`src/rtl/rtsnoc_pkg.sv`:
```
// ============================================================================
// Module      : rtsnoc_pkg
// Description : Shared definitions for the RTSNoC local-port arbiter: flit
//               width helper, header-field offsets, local address width and
//               the transmit/receive FSM state types.
// Revision    : 1.0 - initial release
// ============================================================================
`default_nettype none

package rtsnoc_pkg;

  // Width of every local-address field (orig_local / dst_local).
  localparam int LADDR_W = 3;

  // Full flit width:
  //   orig_x | orig_y | orig_local | dst_x | dst_y | dst_local | data
  function automatic int bus_width(input int ndw, input int sx, input int sy);
    return ndw + 2 * sx + 2 * sy + 2 * LADDR_W;
  endfunction

  // LSB position of dst_local (sits directly above the payload).
  function automatic int dst_local_lsb(input int ndw);
    return ndw;
  endfunction

  // LSB position of orig_local (above dst_local, dst_y and dst_x).
  function automatic int orig_local_lsb(input int ndw, input int sx, input int sy);
    return ndw + LADDR_W + sx + sy;
  endfunction

  typedef enum logic {
    TX_IDLE = 1'b0,
    TX_SEND = 1'b1
  } tx_state_t;

  typedef enum logic [1:0] {
    RX_IDLE = 2'd0,
    RX_HOLD = 2'd1,
    RX_GAP  = 2'd2
  } rx_state_t;

endpackage

`default_nettype wire

```
`src/rtl/rtsnoc_local_port_arbiter_rr_arbiter.sv`:
```
// ============================================================================
// Module      : rtsnoc_rr_arbiter
// Description : Round-robin priority picker. The search starts at
//               last_grant+1 (mod N) and wraps; last_grant itself has the
//               lowest priority.
// Ports       : req         - request vector
//               last_grant  - index of the previous winner
//               grant       - one-hot grant
//               grant_idx   - binary index of the granted requester
//               grant_valid - at least one request present
// Revision    : 1.0 - initial release
// ============================================================================
`default_nettype none

module rtsnoc_rr_arbiter
  import rtsnoc_pkg::*;
#(
  parameter int N  = 4,
  parameter int CW = 2
) (
  input  logic [N-1:0]  req,
  input  logic [CW-1:0] last_grant,
  output logic [N-1:0]  grant,
  output logic [CW-1:0] grant_idx,
  output logic          grant_valid
);

  // Walk offsets 1..N away from last_grant; the first requester found wins.
  always_comb begin
    grant       = '0;
    grant_idx   = '0;
    grant_valid = 1'b0;
    for (int off = 1; off <= N; off++) begin
      for (int j = 0; j < N; j++) begin
        if (!grant_valid && req[j] && (((int'(last_grant) + off) % N) == j)) begin
          grant_valid = 1'b1;
          grant[j]    = 1'b1;
          grant_idx   = CW'(j);
        end
      end
    end
  end

endmodule

`default_nettype wire

```
`src/rtl/rtsnoc_local_port_arbiter.sv`:
```
// ============================================================================
// Module      : rtsnoc_local_port_arbiter
// Description : Shares one RTSNoC router local port among NUM_CLIENTS proxy
//               clients. Transmit flits are arbitrated round-robin onto the
//               router din/wr/wait interface; received flits are steered to
//               the client selected by the sender's orig_local field.
// Config      : RTSNOC_ARB_BURST_EN - when defined, a client that still
//               requests right after an accept keeps the grant for up to
//               BURST_LEN consecutive accepts.
// Ports       : clk_i, rst_n_i         - clock, async active-low reset
//               cl_din_i/cl_wr_i       - per-client transmit flit/request
//               cl_wait_o              - 0 = client flit accepted this cycle
//               cl_dout_o/cl_nd_o      - received flit / per-client valid
//               cl_rd_i                - per-client consume strobe
//               noc_din_o/noc_wr_o     - flit/strobe to the router
//               noc_wait_i             - router busy
//               noc_dout_i/noc_nd_i    - flit/new-data from the router
//               noc_rd_o               - router read strobe
//               rx_drop_o              - pulse when a received flit is dropped
// Revision    : 1.0 - initial release
// ============================================================================
`default_nettype none

module rtsnoc_local_port_arbiter
  import rtsnoc_pkg::*;
#(
  parameter int  NUM_CLIENTS    = 4,
  parameter int  SOC_SIZE_X     = 1,
  parameter int  SOC_SIZE_Y     = 1,
  parameter int  NOC_DATA_WIDTH = 16,
  parameter int  BURST_LEN      = 4,
  localparam int BUS = bus_width(NOC_DATA_WIDTH, SOC_SIZE_X, SOC_SIZE_Y),
  localparam int CW  = (NUM_CLIENTS > 1) ? $clog2(NUM_CLIENTS) : 1
) (
  input  logic                       clk_i,
  input  logic                       rst_n_i,
  input  logic [NUM_CLIENTS*BUS-1:0] cl_din_i,
  input  logic [NUM_CLIENTS-1:0]     cl_wr_i,
  output logic [NUM_CLIENTS-1:0]     cl_wait_o,
  output logic [BUS-1:0]             cl_dout_o,
  output logic [NUM_CLIENTS-1:0]     cl_nd_o,
  input  logic [NUM_CLIENTS-1:0]     cl_rd_i,
  output logic [BUS-1:0]             noc_din_o,
  output logic                       noc_wr_o,
  input  logic                       noc_wait_i,
  input  logic [BUS-1:0]             noc_dout_i,
  input  logic                       noc_nd_i,
  output logic                       noc_rd_o,
  output logic                       rx_drop_o
);

  localparam int ORIG_LSB = orig_local_lsb(NOC_DATA_WIDTH, SOC_SIZE_X, SOC_SIZE_Y);

  if (NUM_CLIENTS < 2 || NUM_CLIENTS > 8 || BURST_LEN < 1) begin : g_param_err
    $error("rtsnoc_local_port_arbiter: NUM_CLIENTS must be 2..8 and BURST_LEN >= 1");
  end

  // --------------------------------------------------------------------------
  // Transmit path
  // --------------------------------------------------------------------------
  tx_state_t              tx_state, tx_state_nxt;
  logic [BUS-1:0]         tx_reg;
  logic [CW-1:0]          last_grant;
  logic [NUM_CLIENTS-1:0] rr_grant;
  logic [CW-1:0]          rr_idx;
  logic                   rr_valid;
  logic                   burst_keep;
  logic [CW-1:0]          win_idx;
  logic [NUM_CLIENTS-1:0] win_onehot;
  logic [BUS-1:0]         win_flit;
  logic                   accept;

  rtsnoc_rr_arbiter #(
    .N  (NUM_CLIENTS),
    .CW (CW)
  ) u_rr (
    .req         (cl_wr_i),
    .last_grant  (last_grant),
    .grant       (rr_grant),
    .grant_idx   (rr_idx),
    .grant_valid (rr_valid)
  );

  // Gating with rst_n_i keeps every output at its reset value while reset is
  // held, even though these strobes are combinational from the inputs.
  assign accept  = rst_n_i && (tx_state == TX_IDLE) && rr_valid && !noc_wait_i;
  assign win_idx = burst_keep ? last_grant : rr_idx;

`ifdef RTSNOC_ARB_BURST_EN
  localparam int BCW = $clog2(BURST_LEN + 1);
  logic [BCW-1:0] burst_cnt;

  // burst_cnt counts consecutive accepts of last_grant; zero means no burst
  // is running (after reset or after a TX_IDLE cycle without an accept).
  assign burst_keep = (burst_cnt != '0) && (int'(burst_cnt) < BURST_LEN) &&
                      cl_wr_i[last_grant];

  always_ff @(posedge clk_i or negedge rst_n_i) begin
    if (!rst_n_i) begin
      burst_cnt <= '0;
    end else if (tx_state == TX_IDLE) begin
      if (accept) begin
        burst_cnt <= burst_keep ? (burst_cnt + BCW'(1)) : BCW'(1);
      end else begin
        burst_cnt <= '0;
      end
    end
  end
`else
  assign burst_keep = 1'b0;
`endif

  always_comb begin
    win_onehot = '0;
    win_flit   = '0;
    for (int k = 0; k < NUM_CLIENTS; k++) begin
      if (win_idx == CW'(k)) begin
        win_onehot[k] = 1'b1;
        win_flit      = cl_din_i[k*BUS +: BUS];
      end
    end
  end

  always_ff @(posedge clk_i or negedge rst_n_i) begin
    if (!rst_n_i) begin
      tx_state <= TX_IDLE;
    end else begin
      tx_state <= tx_state_nxt;
    end
  end

  always_comb begin
    tx_state_nxt = tx_state;
    noc_wr_o     = 1'b0;
    cl_wait_o    = '1;
    case (tx_state)
      TX_IDLE: begin
        if (accept) begin
          cl_wait_o    = ~win_onehot;
          tx_state_nxt = TX_SEND;
        end
      end
      TX_SEND: begin
        noc_wr_o     = 1'b1;
        tx_state_nxt = TX_IDLE;
      end
      default: tx_state_nxt = TX_IDLE;
    endcase
  end

  always_ff @(posedge clk_i or negedge rst_n_i) begin
    if (!rst_n_i) begin
      tx_reg     <= '0;
      last_grant <= CW'(NUM_CLIENTS - 1);
    end else if (accept) begin
      tx_reg     <= win_flit;
      last_grant <= win_idx;
    end
  end

  assign noc_din_o = tx_reg;

  // --------------------------------------------------------------------------
  // Receive path
  // --------------------------------------------------------------------------
  rx_state_t            rx_state, rx_state_nxt;
  logic [BUS-1:0]       rx_reg;
  logic [CW-1:0]        rx_tgt;
  logic [LADDR_W-1:0]   in_local;
  logic                 in_valid;
  logic                 rx_take;

  assign in_local = noc_dout_i[ORIG_LSB +: LADDR_W];
  assign in_valid = int'(in_local) < NUM_CLIENTS;
  assign rx_take  = rst_n_i && (rx_state == RX_IDLE) && noc_nd_i;

  always_ff @(posedge clk_i or negedge rst_n_i) begin
    if (!rst_n_i) begin
      rx_state <= RX_IDLE;
    end else begin
      rx_state <= rx_state_nxt;
    end
  end

  always_comb begin
    rx_state_nxt = rx_state;
    noc_rd_o     = 1'b0;
    rx_drop_o    = 1'b0;
    cl_nd_o      = '0;
    case (rx_state)
      RX_IDLE: begin
        if (rx_take) begin
          noc_rd_o = 1'b1;
          if (in_valid) begin
            rx_state_nxt = RX_HOLD;
          end else begin
            rx_drop_o    = 1'b1;
            rx_state_nxt = RX_GAP;
          end
        end
      end
      RX_HOLD: begin
        cl_nd_o[rx_tgt] = 1'b1;
        if (cl_rd_i[rx_tgt]) begin
          rx_state_nxt = RX_GAP;
        end
      end
      // One dead cycle lets the router drop noc_nd_i before it is sampled again.
      RX_GAP:  rx_state_nxt = RX_IDLE;
      default: rx_state_nxt = RX_IDLE;
    endcase
  end

  always_ff @(posedge clk_i or negedge rst_n_i) begin
    if (!rst_n_i) begin
      rx_reg <= '0;
      rx_tgt <= '0;
    end else if (rx_take && in_valid) begin
      rx_reg <= noc_dout_i;
      rx_tgt <= CW'(in_local);
    end
  end

  assign cl_dout_o = rx_reg;

endmodule

`default_nettype wire

```
`config.mk`:
```
export PLATFORM = sky130hd
export DESIGN_NAME = rtsnoc_local_port_arbiter
export DESIGN_NICKNAME = d
export VERILOG_FILES = /design/src/rtl/rtsnoc_pkg.sv /design/src/rtl/rtsnoc_local_port_arbiter_rr_arbiter.sv /design/src/rtl/rtsnoc_local_port_arbiter.sv
export SDC_FILE = /design/constraint.sdc
export NUM_CORES = 1
export LEC_CHECK = 0
export CAP_MARGIN = 20
export CORE_ASPECT_RATIO = 0.5
export CORE_MARGIN = 10
export CORE_UTILIZATION = 36
export CTS_CLUSTER_SIZE = 28
export DETAILED_ROUTE_END_ITERATION = 8
export PLACE_DENSITY = 0.81
export SLEW_MARGIN = 20
export SYNTH_ARGS = -nofsm -noshare
export SYNTH_HDL_FRONTEND = slang
export SYNTH_SLANG_ARGS = --single-unit
```
`constraint.sdc`:
```
create_clock -name clk_i -period 2.2 [get_ports clk_i]
set_clock_uncertainty 0.15 [all_clocks]
set_input_delay 0.33 -clock clk_i [delete_from_list [all_inputs] [get_ports clk_i]]
set_output_delay 0.33 -clock clk_i [all_outputs]
set_load 0.03 [all_outputs]
```
-- Word-level counts from Yosys, hierarchy flattened
Index checks and enable logic that the tools add are counted.
- add/sub/neg operators: 4
- mux-type cells: 58
- bitwise gates (word level): 6
- eq/ne operators: 18
- reduce and logical (&&, ||, !) cells: 65
- magnitude comparators: 3
- operator list (cell ; count):
    32-bit zero test ; 4
    26-bit two-way mux ; 4
    1-bit logical AND ; 38
    2-bit two-way mux ; 17
    1-bit two-way mux ; 30
    3-bit equality test, second input constant ; 8
    1-bit zero test ; 16
    3-bit by 2-bit equality test with 1-bit output, second input constant ; 4
    4-bit two-way mux ; 3
    2-bit OR reduction ; 4
    2-bit by 1-bit adder with 2-bit output, second input constant ; 2
    2-bit adder, second input constant ; 2
    1-bit bitwise AND, first input constant ; 4
    2-bit by 1-bit equality test with 1-bit output, second input constant ; 2
    2-bit equality test, second input constant ; 2
    2-bit zero test ; 2
    2-bit inequality test, second input constant ; 2
    4-bit inverter ; 1
    2-bit case mux with 2 select lines ; 1
    2-bit by 3-bit less-than comparator with 1-bit output, second input constant ; 1
    3-bit less-than comparator, second input constant ; 1
    1-bit binary-select mux with 2-bit select ; 1
    1-bit demux with 2-bit select ; 1
    2-bit by 1-bit >= comparator with 1-bit output, second input constant ; 1
    other kinds (3) ; 3
- input bits: 142
- register bits after elaboration: 59
- output and inout bits: 63
- word-level logic and storage cells: 160

-- Logic depth before layout (Yosys ltp)
- word-level depth: 71
- depth in mapped cells: 8
- depth with buffers taken out: 6

-- Cells and area by module
Synthesis repeated with hierarchy kept, for this count alone.
- cell total of the unflattened synthesis: 191
- area, all modules: 3114.2 sq um
- by module, submodules not included (module ; cells each ; instances ; area an instance (sq um)):
    rtsnoc_local_port_arbiter ; 167 ; 1 ; 2962.8
    rtsnoc_rr_arbiter ; 24 ; 1 ; 151.4

-- Least setup slack after synthesis
Ideal clock, no wire load.
- kind: register to output
- start point: register last_grant[1]
- end point: output cl_wait_o[0]
- setup slack: 0.004 ns
- data arrival time: 1.716 ns
- stages on the path, launching flop included: 7
- required time: 1.720 ns
- cell sequence: dfstp_2 -> buf_6 -> inv_1 -> o32ai_1 -> a311oi_2 -> buf_2 -> or3_1
- longest elaborated chain between the ends: 71
- RTL lines (element ; line ; source):
    start: declaration ; rtsnoc_local_port_arbiter.sv:63 ; logic [CW-1:0] last_grant;
    start signal: assignment ; rtsnoc_local_port_arbiter.sv:154 ; last_grant <= CW'(NUM_CLIENTS - 1);
    start signal: assignment ; rtsnoc_local_port_arbiter.sv:157 ; last_grant <= win_idx;
    2-bit by 1-bit adder with 2-bit output ; rtsnoc_local_port_arbiter_rr_arbiter.sv:35 ; if (!grant_valid && req[j] && (((int'(last_grant) + off) % N) == j)) begin
    2-bit OR reduction (no line) ; n/a ;
    1-bit bitwise AND (no line) ; n/a ;
    32-bit zero test ; rtsnoc_local_port_arbiter_rr_arbiter.sv:35 ;
    1-bit logical AND ; rtsnoc_local_port_arbiter_rr_arbiter.sv:35 ;
    1-bit two-way mux ; rtsnoc_local_port_arbiter_rr_arbiter.sv:35 ;
    1-bit zero test ; rtsnoc_local_port_arbiter_rr_arbiter.sv:35 ;
    1-bit logical AND (2 in series) ; rtsnoc_local_port_arbiter_rr_arbiter.sv:35 ;
    [... 53 more ...] ; n/a ;
    1-bit zero test ; rtsnoc_local_port_arbiter_rr_arbiter.sv:35 ;
    1-bit logical AND (2 in series) ; rtsnoc_local_port_arbiter_rr_arbiter.sv:35 ;
    2-bit two-way mux ; rtsnoc_local_port_arbiter_rr_arbiter.sv:35 ;
    2-bit zero test ; rtsnoc_local_port_arbiter.sv:117 ; if (win_idx == CW'(k)) begin
    1-bit two-way mux ; rtsnoc_local_port_arbiter.sv:117 ;
    4-bit inverter ; rtsnoc_local_port_arbiter.sv:139 ; cl_wait_o = ~win_onehot;
    4-bit two-way mux (*) ; rtsnoc_local_port_arbiter.sv:138 ; if (accept) begin
    4-bit two-way mux (*) ; rtsnoc_local_port_arbiter.sv:136 ; case (tx_state)
    end: declaration ; rtsnoc_local_port_arbiter.sv:39 ; output logic [NUM_CLIENTS-1:0] cl_wait_o,
Mark *: on every way between the ends. The rest lies on a longest branch, timed or not.

-- Final worst setup path
Ends and elaborated chain as after synthesis.

==> results by group <==
Run status
  • Status: finished with violations
  • Failing checks: setup timing

Die
  • Die Area: 0.0127 mm^2
  • Rows: 23
  • CORE AREA: 0.00809 mm^2
  • Die height: 84.7 um
  • IO Count: 205
  • Die width: 149 um
  • Initial Util: 37.3%

Clock network
  • Clock sink count: 57
  • CTS tree: built
  • Worst skew pair latency: 0.33 ns
  • Root buf cell: clkbuf_16
  • Clk slew on worst S/H paths: 0.05 ns
  • Clock Path Buffers: 2
  • # H-tree levels: 3
  • Cts bufs inserted: 9

Synthesis
  • Share of the synthesized area in the top cell type: 45.7%
  • Sequential cell area fraction in the yosys report: 47.4%
  • Synth cell count leaders: dfrtp_1 (55), mux2i_1 (26), mux2_2 (24), nor2_1 (22), nand2_1 (21)
  • Post-Syn Nets: 404
  • Syn Area/Cell: 11.5 um^2
  • Area leader, netlist: dfrtp_1
  • Synth Register Bits: 57
  • Ranking of synthesized cells by area: dfrtp_1 (46%), mux2_2 (9.0%), mux2i_1 (8.6%), a221oi_2 (4.5%), o221ai_1 (3.5%)
  • Count leader, synth: dfrtp_1
  • Post-synth EDFFs: 0
  • Ys Warns: 0
  • Cells after synthesis: 262
  • Synthesized area: 0.00301 mm^2
  • Post-synth top flop: dfrtp_1
  • Cell variety after synth: 38
  • Synth async-reset ratio: 100%

Pwr
  • VDD IR-drop max: 0.605 mV
  • P_leak: 2.51 nW
  • Reg power frac: 26.8%
  • Power after layout: 6.28 mW
  • Switching power: 2.36 mW
  • Clock network power share: 21.9%
  • Switching share of total power: 37.6%
  • P_int: 3.92 mW
  • Comb pwr share: 51.3%
  • Pwr/cell area: 1040 mW/mm^2

Placed design
  • Dpl cells: 589
  • Buffers on Ports: 204
  • Detail Placement HPWL: 9.98 mm
  • GP Congestion: 0.900
  • DP Worst Slack: -0.295 ns

Timing
  • Unrepaired setup endpoints after global routing: yes
  • Setup violations, final: 11
  • Slew Limit Fails: 0
  • Fmax: 407 MHz
  • Min cycle time layout: 2.46 ns
  • Setup slack after layout: -0.259 ns
  • Final Hold Fails: 0
  • Period utilisation layout: 112%
  • Worst Tran Pin Value: 0.533 ns
  • Worst hold slack: 0.0621 ns
  • Normalized max-slew margin: 64.4%

Cells and area
  • Finished Layout Cells: 616
  • Layout cells sized above 1: 24.8%
  • Diode count: 0
  • Final nets: 641
  • Core Util, Final: 74.4%
  • Area growth syn-to-layout: 99.5%
  • Filler cell count: 544

Worst hold path
  • Hold Path Class: input port to async pin

Routing
  • Drt total wl: 13.0 mm
  • Post-route ant nets: 0
  • DRC: 0
  • DR pass1 iterations: 4
  • Vias per inst: 5.15
  • DRT iter0 DRCs: 118
  • Vias: 3175
  • WL per Instance: 21.1 um

Critical path
  • Req. time, crit path: 1.72 ns
  • CP Data Arrival Time: 1.98 ns
  • Startpoint Class: flop
  • Critical path peak fanout: 3
  • Reg-to-Reg Start: last_grant[1]$_DFFE_PN1N_
  • Crit. End Element: output pin
  • Critical Path Start: last_grant[1]$_DFFE_PN1N_
  • Crit Path Class: flop to output pin

Global route
  • First-pass GRT wire length: 18.8 mm
  • Initial antenna violation count: 0
  • GRT Util Overall: 19.1%
  • Pin count of the biggest net entering global routing: 40
  • Gr ovfl total: 0
  • Vias in the first global route: 3293

Flow run
  • Max-cap violations: 0
-- kinds of logic (layout without fill, tap and decap cells) --
logic type             after synthesis  after routing  share of synthesized area (%)
flip-flops                          57             57                           47.4
multiplexers                        53             53                           19.1
buffers and inverters               24            266                           4.86
AND/OR/NAND/NOR                     62             62                           9.76
AO/OA/AOI/OAI                       66             66                           18.9
-- sequential cells by signal (all words and copies together), names as in the netlist --
register / flops
tx_state: 1
last_grant: 2
noc_din_o: 26
cl_dout_o: 26
rx_state: 2
-- power groups by stage --
| stage | clock [mW] | combinational [mW] | sequential [mW] |
|---|---|---|---|
| 3_5_place_dp | 0 | 3.00 | 1.70 |
| 2_1_floorplan | 0 | 0.845 | 2.40 |
| 4_1_cts | 1.41 | 3.05 | 1.69 |
| 6_report | 1.38 | 3.22 | 1.68 |
| 5_1_grt | 1.45 | 3.36 | 1.74 |
| 3_3_place_gp | 0 | 2.97 | 1.67 |
-- layer usage --
| metal | vias up | part of all wire, % | global-route usage, % |
|---|---|---|---|
| li1 | 1473 | - | - |
| met2 | 62 | 58 | 37.2 |
| met4 | 0 | 2.0 | 5.93 |
| met3 | 18 | 4.2 | 4.07 |
| met5 | - | 0 | 0 |
| met1 | 1622 | 36 | 19.9 |
-- per-stage QoR --
| stage | area [um^2] | setup TNS [ns] |
|---|---|---|
| floorplan | 3010 | 0 |
| global placement | 5380 | -4.84 |
| detailed placement | 5380 | -5.87 |
| CTS | 5770 | -0.893 |
| global route | 6010 | -2.20 |
| finish | 6010 | -1.09 |
-- worst max-delay path, cell delays in order, from the launching register on --
cell	delay, ns
dfstp_2	0.55
mux2_4	0.30
a22oi_2	0.16
o21ai_2	0.10
or3_4	0.39
buf_6	0.15
-- what timing repair did --
action                                  in CTS  in global routing
endpoints found under the setup margin       8                 18
hold endpoints to repair                     7                  0
resized for setup                           17                 33
cloned                                       0                  1
pin swaps                                    2                 28
hold buffers                                 2                  0
setup buffers                                3                  7
-- cell usage in the layout (no fill, tap or decap), types with 2 or more instances in the layout --
cell type and n:
clkinv_2 2, o221ai_1 12, dlygate4sd3_1 2, clkinvlp_4 2, buf_4 29, nand3_2 2
buf_6 8, a221oi_4 6, o22ai_2 2, nor2_1 20, inv_2 2, nand2_1 20
clkdlybuf4s50_1 192, clkbuf_16 10, mux2i_4 2, mux2i_1 23, nor3b_1 2, nor3_1 3
dfrtp_1 55, inv_1 2, a21oi_1 3, mux2_2 24, a221oi_2 8, nand2b_1 3
buf_12 8, dfstp_2 2, dlygate4sd2_1 4, o22ai_1 13, nor2b_1 2, a22oi_1 12
-- layout make-up --
type	count	area, um^2	area share (%)
clock inverters	5	55.1	0.915
repair buffers	246	2490	41.4
inverters	4	15.0	0.250
flip-flops and latches	57	1430	23.8
well taps	112	140	2.33
multi-input cells	181	1650	27.4
clock buffers	11	243	4.04
-- path summary, 6_finish.rpt --
| path | to | slack (ns) | cells after the start |
|---|---|---|---|
| setup / recovery | cl_wait_o[0] | -0.26 | 5 |
| hold / removal | cl_dout_o[0]$_DFFE_PN0P_ | 0.06 | 2 |
| setup reg to reg | noc_din_o[11]$_DFFE_PN0N_ | -0.04 | 10 |
| hold reg to reg | cl_dout_o[1]$_DFFE_PN0P_ | 0.34 | 1 |
| max in group asynchronous | noc_din_o[24]$_DFFE_PN0N_ | 1.23 | 2 |
| min in group clk_i | cl_dout_o[1]$_DFFE_PN0P_ | 0.34 | 1 |
(Power assumes the default switching activity.)
